## config.mk

```make
export PLATFORM = sky130hd
export DESIGN_NAME = calc_op_sequencer
export DESIGN_NICKNAME = d
export VERILOG_FILES = /design/src/rtl/calc_pkg.sv /design/src/rtl/btn_debounce.sv /design/src/rtl/calc_op_sequencer.sv
export SDC_FILE = /design/constraint.sdc
export NUM_CORES = 1
export LEC_CHECK = 0
export BUFFER_PORTS_ARGS = -buffer_cell sky130_fd_sc_hd__buf_4
export CAP_MARGIN = 0
export CORE_MARGIN = 2
export CORE_UTILIZATION = 30
export DETAILED_ROUTE_END_ITERATION = 6
export GPL_TIMING_DRIVEN = 0
export PLACE_DENSITY = 0.54
export SLEW_MARGIN = 25
export SYNTH_ARGS = -nofsm -noshare
export SYNTH_HDL_FRONTEND = slang
export SYNTH_SLANG_ARGS = --single-unit
```

## constraint.sdc

```tcl
create_clock -name clock -period 4.6 [get_ports clock]
set_input_delay 0 -clock clock [delete_from_list [all_inputs] [get_ports clock]]
set_output_delay 0 -clock clock [all_outputs]
set_load 0.005 [all_outputs]
```

## src/rtl/calc_pkg.sv

```systemverilog
// Shared types and constants for the calculator operation sequencer and its ALU.
//   DATA_W    : operand / result width
//   state_t   : sequencer state encoding
//   alu_req_t : operand/opcode payload presented to the ALU
//   OP_*      : opcode values understood by the ALU
package calc_pkg;

  localparam int unsigned DATA_W = 4;
  localparam int unsigned OP_W   = 4;

  typedef enum logic [1:0] {
    ST_IDLE  = 2'd0,
    ST_EXEC  = 2'd1,
    ST_LATCH = 2'd2,
    ST_SHOW  = 2'd3
  } state_t;

  typedef struct packed {
    logic [DATA_W-1:0] a;
    logic [DATA_W-1:0] b;
    logic [OP_W-1:0]   opcode;
  } alu_req_t;

  localparam logic [OP_W-1:0] OP_ADD = 4'd0;
  localparam logic [OP_W-1:0] OP_SUB = 4'd1;
  localparam logic [OP_W-1:0] OP_AND = 4'd2;
  localparam logic [OP_W-1:0] OP_OR  = 4'd3;
  localparam logic [OP_W-1:0] OP_XOR = 4'd4;

endpackage

```

## src/rtl/btn_debounce.sv

```systemverilog
// Push-button conditioner: 2-flop synchroniser, stability counter, rising-edge pulse.
//   clock, reset : system clock, synchronous active-low reset
//   btn          : raw asynchronous bouncy button
//   pulse        : one-cycle pulse when the debounced level goes 0->1
module btn_debounce #(
  parameter int unsigned DEBOUNCE_CYCLES = 1_000_000
) (
  input  logic clock,
  input  logic reset,
  input  logic btn,
  output logic pulse
);

  localparam int unsigned CNT_W = (DEBOUNCE_CYCLES > 1) ? $clog2(DEBOUNCE_CYCLES) : 1;

  logic             sync1;
  logic             sync2;
  logic             stable;
  logic [CNT_W-1:0] cnt;

  // The synced level must differ from the accepted level for DEBOUNCE_CYCLES
  // consecutive cycles before it is accepted; any return restarts the count.
  always_ff @(posedge clock) begin
    if (!reset) begin
      sync1  <= 1'b0;
      sync2  <= 1'b0;
      stable <= 1'b0;
      cnt    <= '0;
      pulse  <= 1'b0;
    end else begin
      sync1 <= btn;
      sync2 <= sync1;
      pulse <= 1'b0;
      if (sync2 == stable) begin
        cnt <= '0;
      end else if (cnt == CNT_W'(DEBOUNCE_CYCLES - 1)) begin
        stable <= sync2;
        cnt    <= '0;
        pulse  <= sync2;
      end else begin
        cnt <= cnt + CNT_W'(1);
      end
    end
  end

endmodule

```

## src/rtl/calc_op_sequencer.sv

```systemverilog
// Sequences one ALU operation per debounced go press and holds the result for display.
//   clock, reset              : system clock, synchronous active-low reset
//   go_btn, clear_btn         : raw buttons (go debounced, clear synced only)
//   chain_en                  : take operand A from the accumulator when it is valid
//   A_sw, B_sw, Opcode_sw     : operand / opcode switches
//   alu_A, alu_B, alu_Opcode  : registered ALU inputs; alu_clr high in IDLE
//   alu_result, alu_overflow  : combinational ALU outputs
//   disp_value, disp_opcode   : latched result and its opcode
//   result_valid, err_flag    : result present / overflow indicator
//   busy                      : operation in flight (EXEC or LATCH)
module calc_op_sequencer
  import calc_pkg::*;
#(
  parameter int unsigned DEBOUNCE_CYCLES = 1_000_000,
  parameter int unsigned EXEC_WAIT       = 2,
  parameter bit          STICKY_OVF      = 1'b1
) (
  input  logic              clock,
  input  logic              reset,
  input  logic              go_btn,
  input  logic              clear_btn,
  input  logic              chain_en,
  input  logic [DATA_W-1:0] A_sw,
  input  logic [DATA_W-1:0] B_sw,
  input  logic [OP_W-1:0]   Opcode_sw,
  output logic [DATA_W-1:0] alu_A,
  output logic [DATA_W-1:0] alu_B,
  output logic [OP_W-1:0]   alu_Opcode,
  output logic              alu_clr,
  input  logic [DATA_W-1:0] alu_result,
  input  logic              alu_overflow,
  output logic [DATA_W-1:0] disp_value,
  output logic [OP_W-1:0]   disp_opcode,
  output logic              result_valid,
  output logic              err_flag,
  output logic              busy
);

  localparam int unsigned WAIT_W = (EXEC_WAIT > 1) ? $clog2(EXEC_WAIT) : 1;

  state_t            state, state_nxt;
  logic              go_pulse;
  logic              clr_s1, clear;
  logic [WAIT_W-1:0] wait_cnt, wait_cnt_nxt;
  alu_req_t          req, req_nxt;
  logic [DATA_W-1:0] acc, acc_nxt;
  logic              acc_valid, acc_valid_nxt;
  logic [DATA_W-1:0] disp_value_nxt;
  logic [OP_W-1:0]   disp_opcode_nxt;
  logic              result_valid_nxt, err_flag_nxt, busy_nxt, alu_clr_nxt;

  btn_debounce #(.DEBOUNCE_CYCLES(DEBOUNCE_CYCLES)) u_go_db (
    .clock (clock),
    .reset (reset),
    .btn   (go_btn),
    .pulse (go_pulse)
  );

  // clear is a level; synchronise only
  always_ff @(posedge clock) begin
    if (!reset) begin
      clr_s1 <= 1'b0;
      clear  <= 1'b0;
    end else begin
      clr_s1 <= clear_btn;
      clear  <= clr_s1;
    end
  end

  // State register
  always_ff @(posedge clock) begin
    if (!reset) state <= ST_IDLE;
    else        state <= state_nxt;
  end

  // Next-state logic; clear overrides everything, including a coincident go
  always_comb begin
    state_nxt = state;
    if (clear) begin
      state_nxt = ST_IDLE;
    end else begin
      case (state)
        ST_IDLE:  if (go_pulse) state_nxt = ST_EXEC;
        ST_EXEC:  if (wait_cnt == '0) state_nxt = ST_LATCH;
        ST_LATCH: state_nxt = ST_SHOW;
        ST_SHOW:  if (go_pulse) state_nxt = ST_EXEC;
        default:  state_nxt = ST_IDLE;
      endcase
    end
  end

  // Next values of the registered outputs and datapath
  always_comb begin
    req_nxt          = req;
    wait_cnt_nxt     = wait_cnt;
    acc_nxt          = acc;
    acc_valid_nxt    = acc_valid;
    disp_value_nxt   = disp_value;
    disp_opcode_nxt  = disp_opcode;
    result_valid_nxt = result_valid;
    err_flag_nxt     = err_flag;
    if (clear) begin
      result_valid_nxt = 1'b0;
      acc_valid_nxt    = 1'b0;
      err_flag_nxt     = 1'b0;
    end else begin
      case (state)
        ST_IDLE, ST_SHOW: begin
          if (go_pulse) begin
            req_nxt.a      = (chain_en && acc_valid) ? acc : A_sw;
            req_nxt.b      = B_sw;
            req_nxt.opcode = Opcode_sw;
            wait_cnt_nxt   = WAIT_W'(EXEC_WAIT - 1);
          end
        end
        ST_EXEC: begin
          if (wait_cnt != '0) wait_cnt_nxt = wait_cnt - WAIT_W'(1);
        end
        ST_LATCH: begin
          disp_value_nxt   = alu_result;
          disp_opcode_nxt  = req.opcode;
          acc_nxt          = alu_result;
          acc_valid_nxt    = 1'b1;
          result_valid_nxt = 1'b1;
          err_flag_nxt     = STICKY_OVF ? (err_flag | alu_overflow) : alu_overflow;
        end
        default: ;
      endcase
    end
    busy_nxt    = (state_nxt == ST_EXEC) || (state_nxt == ST_LATCH);
    alu_clr_nxt = (state_nxt == ST_IDLE);
  end

  // Output / datapath registers
  always_ff @(posedge clock) begin
    if (!reset) begin
      req          <= '0;
      wait_cnt     <= '0;
      acc          <= '0;
      acc_valid    <= 1'b0;
      disp_value   <= '0;
      disp_opcode  <= '0;
      result_valid <= 1'b0;
      err_flag     <= 1'b0;
      busy         <= 1'b0;
      alu_clr      <= 1'b1;
    end else begin
      req          <= req_nxt;
      wait_cnt     <= wait_cnt_nxt;
      acc          <= acc_nxt;
      acc_valid    <= acc_valid_nxt;
      disp_value   <= disp_value_nxt;
      disp_opcode  <= disp_opcode_nxt;
      result_valid <= result_valid_nxt;
      err_flag     <= err_flag_nxt;
      busy         <= busy_nxt;
      alu_clr      <= alu_clr_nxt;
    end
  end

  assign alu_A      = req.a;
  assign alu_B      = req.b;
  assign alu_Opcode = req.opcode;

endmodule

```

==> metrics.cfg, run 1 <==
[layout]
fin_nets=357
n_antenna_cell=0
drive_gt1_share_pct=20.5
areaGrowthSynthToFinish_pct=37.6
nFillCells=702

[worst_setup_path]
crit_buf_inv=3
crit_fanout=10
path_cells=inv_1 > ha_1 > nand2_1 > nor2_1 > clkbuf_1 > a311oi_1 > dlygate4sd3_1
rrSetupSlack_ps=2030
path_class=reg2reg
cp.required_ps=4810
start_kind=register
max_stage_delay_ps=590
crit_path_end_kind=register
cp_top_family=buffers and inverters
worstPathArrival_ps=2780
critPathSlowestCell=dlygate4sd3_1

[global_routing]
grt_max_degree=18
grt_first_pass_wirelength_um=7960
grt_use_total_pct=12.7
grt_pass1_vias=1868
use_met3_pct=3.64
grt_use_met2_pct=22.5
grtUsageMet1_pct=14.7
gr-max-usage-layer=met2
antenna_found_initial=0
gr-total-overflow=0

[timing]
worst_clock_skew_ps=14.1
finalSetupViolCount=0
rsz0062_at_grt=no
relSlewSlack_pct=63.8
fmax_mhz=389
min_period_ps=2570
finalCritPeriodShare_pct=55.9
hold_violations=0
tns_ps=0
tightestPinTransition_ps=541
final-max-slew-violation-count=0

[floorplanning]
rows=30
boundaryPins=46
die_h_um=88.8
die_area_sq_um=7880
initial_core_util_pct=31.4
fp.dieW_um=88.8
fp.coreArea_sq_um=6870

[synth]
yosysSeqAreaShare_pct=49.2
synth_area_leaders=dfxtp_1 (49%), nand2_1 (7.7%), a21oi_1 (6.3%)
ys_ff_latch=53
synth-edff-count=0
ys_async_sr_fraction_pct=0
synth_nets=281
synth_top_area_share_pct=49.2
yosysUniqueCellTypes=35
avgSynthCellArea_sq_um=8.49
yosys.cell_count.top_type=dfxtp_1
ys.flop_type=dfxtp_1
synth_area_sq_um=2160
yosysWarnings=0
synth_commonest_cells=dfxtp_1 (53), nand2_1 (44), a21oi_1 (27)
syn_inst=254
yosysTopAreaCell=dfxtp_1

[clock_tree]
cts_tree=yes
htree_levels=2
clk_latency_ps=310
post-cts-setup-buffers=0
cts_root_buf=clkbuf_8
cts_made_buffers=5
cts_buffer_depth=2
clk_pin_slew_ps=100
clock_sinks=53

[power]
ir_worst_vdd_mv=0.146
power_uw=998
powerDensity_nw_per_um2=337
leakagePower_uw=0.00108

[place]
io_buffers=45
routabilityCongestion=0.765
dp_hpwl_um=3360

[job]
maxCapViolCount=0

[routing]
ant_nets=0
via_per_inst=4.59
drt_wl_total_um=4840
firstDrtPassIters=4
drc=0
drt_iter0_drc=52
wl_per_cell_um=11.3
vias=1960

[outcome]
run_status=completed

[min_path]
hold_class=in2reg

[metrics by stage]
step / setup slack [ps] / utilization, % / cells / area (sq um) / hold WS, ps
2_1_floorplan: 2640 / - / 254 / 2160 / 73.0
3_3_place_gp: 2490 / 38.1 / 395 / 2610 / 212
3_5_place_dp: 2470 / 38.1 / 395 / 2610 / 213
4_1_cts: 2030 / 43.2 / 427 / 2970 / 4.10
5_1_grt: 1770 / 43.2 / 427 / 2970 / 30.6
6_report: 2030 / 43.2 / 427 / 2970 / 17.8
[what timing repair did]
item / in CTS / in global routing
hold buffers: 24 / 0
endpoints found under the hold margin: 24 / 0
resized for setup: 0 / 0
[final cells by class]
cell class / count / area [sq um] / share of cell area [%]
sequential: 53 / 1060 / 35.8
multi-input combinational: 179 / 1010 / 34.0
timing repair buffer: 69 / 578 / 19.5
tap: 96 / 120 / 4.05
clock buffer: 5 / 68.8 / 2.32
buffer: 11 / 46.3 / 1.56
clock inverter: 3 / 43.8 / 1.48
inverter: 11 / 41.3 / 1.39
[layer usage]
metal | share of wire [%] | routed length [um]
met2 | 49 | 2360
met5 | 0 | 0
met3 | 4.8 | 233
met4 | 1.6 | 76
met1 | 45 | 2170
[tightest hold or removal path, stage by stage]
cell	delay, ps
buf_4	130
nand3_1	80
a311oi_1	80
[flip-flops by register name, indices dropped and copies added, names as in the netlist, 2 cells and up]
signal and flops:
u_go_db.cnt 20, acc 4, alu_A 4, alu_B 4, alu_Opcode 4, disp_opcode 4, state 2
[cells by family after synthesis]
family	after synthesis	share of synthesized area, %
flops	53	49.2
compound gates	48	13.2
simple gates	115	26.1
xor+xnor	11	4.47
fa+ha+maj	5	2.90
buf+inv	22	4.06
[where the power goes]
group	internal, uW	switching (uW)	total (uW)	leakage [uW]
clock network	163	155	318	0.0000585
logic	93.6	84.5	178	0.000595
registers	483	19.8	502	0.000428
[path summary, 6_finish.rpt]
check | from | end | depth (start not counted)
max | state[0]$_SDFF_PN0_ | alu_A[3]$_SDFFE_PN0P_ | 7
max reg2reg | state[0]$_SDFF_PN0_ | alu_A[3]$_SDFFE_PN0P_ | 7
min reg2reg | clr_s1$_SDFF_PN0_ | clear$_SDFF_PN0_ | 1
min | chain_en | alu_A[0]$_SDFFE_PN0P_ | 3
[cell usage in the layout, fill, tap and decap left out, drive strengths merged, types with 3 or more instances in the layout]
cell,Yosys,layout
dfxtp,53,53
a21oi,28,28
xor2,5,5
nand2b,4,4
buf,6,51
or4,7,7
nor2,23,23
o21ai,8,8
inv,11,12
o31ai,3,3
or3,6,6
nand2,44,44
a311oi,4,4
nand3,13,13
dlygate4sd3,0,24
ha,5,5
clkbuf,5,10
xnor2,6,6
and2,6,6
Power figures use the tool's default switching activity.
==> run 2: changes to the inputs <==
- PLACE_DENSITY: 0.54 -> 0.56
- clock period: 4.6 -> 2.25 ns (I/O delays scaled with it)
==> metrics.cfg, run 2 (synthesis results as in run 1) <==
[power]
power_uw=2060
ir_worst_vdd_mv=0.304
leakagePower_uw=0.00107
powerDensity_nw_per_um2=698

[routing]
drt_iter0_drc=54
via_per_inst=4.55
firstDrtPassIters=4
drt_wl_total_um=4780
wl_per_cell_um=11.2
vias=1934
drc=0
ant_nets=0

[worst_setup_path]
worstPathArrival_ps=2340
crit_fanout=8
start_kind=register
cp.required_ps=2490
path_class=reg2reg
crit_path_end_kind=register

[floorplanning]
die_area_sq_um=7880
fp.coreArea_sq_um=6870
fp.dieW_um=88.8
die_h_um=88.8
boundaryPins=46
rows=30
initial_core_util_pct=31.4

[timing]
fin_ws_ps=152
finalCritPeriodShare_pct=93.2
final-max-slew-violation-count=0
rsz0062_at_grt=no
min_period_ps=2100
relSlewSlack_pct=68.2
hold_violations=0
tightestPinTransition_ps=477
tns_ps=0
whs_ps=10.4
fmax_mhz=477
finalSetupViolCount=0
worst_clock_skew_ps=14.5

[clock_tree]
cts_root_buf=clkbuf_8
post-cts-setup-buffers=0
clock_sinks=53
cts_tree=yes
cts_made_buffers=5
htree_levels=2
clk_pin_slew_ps=100
cts_buffer_depth=2
clk_latency_ps=300

[layout]
n_antenna_cell=0
largest_register_ffs=20
drive_gt1_share_pct=20.7
fin_nets=355
top_register=u_go_db.cnt
mostFrequentLayoutCells=dfxtp_1 (53), buf_4 (45), nand2_1 (44), a21oi_1 (27)
areaGrowthSynthToFinish_pct=37.0
layout_commonest_cell=dfxtp_1
final_core_utilization_pct=43.0

[global_routing]
antenna_found_initial=0
grt_use_total_pct=12.4
grt_first_pass_wirelength_um=7780
grt_pass1_vias=1790
gr-total-overflow=0
grt_max_degree=16

[place]
dp_hpwl_um=3340
io_buffers=45
routabilityCongestion=0.722
pre_cts_ws_ps=134

[min_path]
hold_class=in2reg

[job]
maxCapViolCount=0

[outcome]
run_status=completed

[run 2: cell types whose count changed in the layout (fill, tap and decap cells not counted), sizes merged]
cell         change
dlygate4sd3      -2
inv              -1
clkinv           -1
clkbuf           +2
[run 2: stage by stage]
| stage | instances | cell area, sq um |
|---|---|---|
| finish | 425 | 2950 |
| global route | 425 | 2950 |
| floorplan | 254 | 2160 |
| global placement | 395 | 2610 |
| detailed placement | 395 | 2610 |
| CTS | 425 | 2950 |
[run 2: timing repair]
action                                 4_1_cts  5_1_grt
endpoints found under the hold margin       24        0
setup endpoints to repair                    0        7
hold buffers                                22        0
resized for setup                            0        1
[run 2: report_power, final]
| group | internal (uW) | leakage [uW] | switching (uW) | total [uW] |
|---|---|---|---|---|
| Clock | 363 | 0.0000585 | 305 | 668 |
| Combinational | 192 | 0.000581 | 173 | 365 |
| Sequential | 987 | 0.000428 | 41.8 | 1030 |
[run 2: worst paths after layout]
check                                          startpoint  slack (ps)  cells after the start                    endpoint
worst max-delay path            u_go_db.cnt[0]$_SDFF_PP0_         150                      6  u_go_db.cnt[18]$_SDFF_PP0_
worst min-delay path                             chain_en          10                      3       alu_A[2]$_SDFFE_PN0P_
worst max register to register  u_go_db.cnt[0]$_SDFF_PP0_         150                      6  u_go_db.cnt[18]$_SDFF_PP0_
worst min register to register   u_go_db.sync1$_SDFF_PN0_         440                      1    u_go_db.sync2$_SDFF_PN0_
[run 2: final cells by class]
cell class	count	area (sq um)
fillers	697	3920
flip-flops and latches	53	1060
multi-input cells	179	1010
repair buffers	67	558
well taps	96	120
clock buffers	7	86.3
plain buffers	11	46.3
inverters	11	41.3
clock inverters	1	30.0
[run 2: routing by layer]
metal  up-vias  track usage [%]  part of all wire [%]  wire length, um
met5         -                0                     0                0
met4         0             3.31                   1.1               51
met3         5             3.08                   3.9              188
met2        34             21.3                    47             2260
met1       884             15.5                    48             2280
li1       1011                -                     -                -
[run 2: worst max-delay path, stage by stage (launching register included)]
cell and delay, ps:
dfxtp_1 400, ha_1 250, nand2_1 110, or4_1 500, buf_2 170, or4_4 480, a21oi_2 140
==> run 3: changes to the inputs <==
- CORE_ASPECT_RATIO: default -> 1.25
==> metrics.cfg, run 3 (synthesis results as in run 1) <==
[floorplanning]
fp.dieW_um=79.8
die_h_um=98.8
rows=34
fp.coreArea_sq_um=6980
boundaryPins=46
die_area_sq_um=7880
initial_core_util_pct=30.9

[routing]
vias=1929
wl_per_cell_um=11.1
via_per_inst=4.61
firstDrtPassIters=4
drt_iter0_drc=58
ant_nets=0
drt_wl_total_um=4630
drc=0

[layout]
mostFrequentLayoutCells=dfxtp_1 (53), buf_4 (45), nand2_1 (44), a21oi_1 (27), nor2_1 (23)
largest_register_ffs=20
multi_input_area_sq_um=1010
layout_commonest_cell=dfxtp_1
nFillCells=713
n_antenna_cell=0
seq_area_sq_um=1060
top_register=u_go_db.cnt
fin_nets=354
drive_gt1_share_pct=21.0
areaGrowthSynthToFinish_pct=36.1

[clock_tree]
cts_tree=yes
cts_buffer_depth=2
clk_pin_slew_ps=90
cts_root_buf=clkbuf_8
post-cts-setup-buffers=0
cts_made_buffers=5
htree_levels=2
clk_latency_ps=310
clock_sinks=53

[timing]
final-max-slew-violation-count=0
worst_clock_skew_ps=10.5
hold_violations=0
relSlewSlack_pct=62.1
tns_ps=0
fin_ws_ps=139
tightestPinTransition_ps=567
finalSetupViolCount=0
fmax_mhz=474
min_period_ps=2110
finalCritPeriodShare_pct=93.8
rsz0062_at_grt=no

[place]
dp_hpwl_um=3290
io_buffers=45
pre_cts_ws_ps=124
routabilityCongestion=0.823

[worst_setup_path]
rrSetupSlack_ps=140
crit_fanout=8
worstPathArrival_ps=2360
start_kind=register
cp.required_ps=2490
crit_path_end_kind=register
path_class=reg2reg

[global_routing]
gr-total-overflow=0
grt_pass1_vias=1787
grt_use_total_pct=12.4
grt_first_pass_wirelength_um=7870
antenna_found_initial=0
grt_max_degree=18

[power]
ir_worst_vdd_mv=0.320
leakagePower_uw=0.00105
powerDensity_nw_per_um2=695

[outcome]
run_status=completed

[min_path]
hold_class=reg2reg

[job]
maxCapViolCount=0

[run 3: cell types whose count changed in the layout (fill, tap and decap cells not counted), sizes merged]
cell         before  now
clkinv            0    1
dlygate4sd3      22   21
clkinvlp          0    1
clkbuf           12   10
[run 3: worst max-delay path, cell delays in order (launching register included)]
cell and delay, ps:
dfxtp_1 410, ha_2 240, nand2_1 90, or4_1 520, buf_2 170, or4_4 480
a21oi_2 140
[run 3: through the flow]
stage / util (%) / std cells / hold WS (ps) / instance area [sq um] / power [uW]
detailed placement: 37.4 / 389 / 215 / 2610 / 1390
CTS: 42.0 / 418 / 435 / 2930 / 2070
floorplan: - / 254 / 73.0 / 2160 / 1260
global route: 42.1 / 418 / 441 / 2930 / 2160
global placement: 37.4 / 389 / 212 / 2610 / 1390
finish: 42.1 / 418 / 440 / 2930 / 2040
[run 3: power by group]
group	total (uW)	leakage [uW]	internal, uW	switching, uW
Sequential	1030	0.000428	987	42.9
Clock	649	0.0000543	333	316
Combinational	361	0.000571	189	172
[run 3: final timing paths]
kind | endpoint | cells past startpoint | start
setup reg to reg | u_go_db.cnt[18]$_SDFF_PP0_ | 6 | u_go_db.cnt[0]$_SDFF_PP0_
hold reg to reg | u_go_db.sync2$_SDFF_PN0_ | 1 | u_go_db.sync1$_SDFF_PN0_
setup / recovery | u_go_db.cnt[18]$_SDFF_PP0_ | 6 | u_go_db.cnt[0]$_SDFF_PP0_
hold / removal | u_go_db.sync2$_SDFF_PN0_ | 1 | u_go_db.sync1$_SDFF_PN0_
[run 3: final cells by class]
cell class | count | share of cell area, %
inverters | 11 | 1.41
well taps | 90 | 3.84
clock inverters | 3 | 1.58
flip-flops and latches | 53 | 36.2
multi-input cells | 179 | 34.4
clock buffers | 5 | 2.35
repair buffers | 66 | 18.7
plain buffers | 11 | 1.58
[run 3: timing repair]
| action | CTS | global route |
|---|---|---|
| resized for setup | 0 | 1 |
| endpoints found under the hold margin | 21 | 0 |
| hold buffers | 21 | 0 |
| setup endpoints to repair | 0 | 1 |
[run 3: per-layer routing]
metal  share of wire (%)  track usage (%)  vias to the layer above
met1                  45             15.4                      865
met2                  47             20.6                       53
met5                   0                0                        -
li1                    -                -                     1004
met3                 6.5             2.56                        7
met4                 1.4             5.48                        0
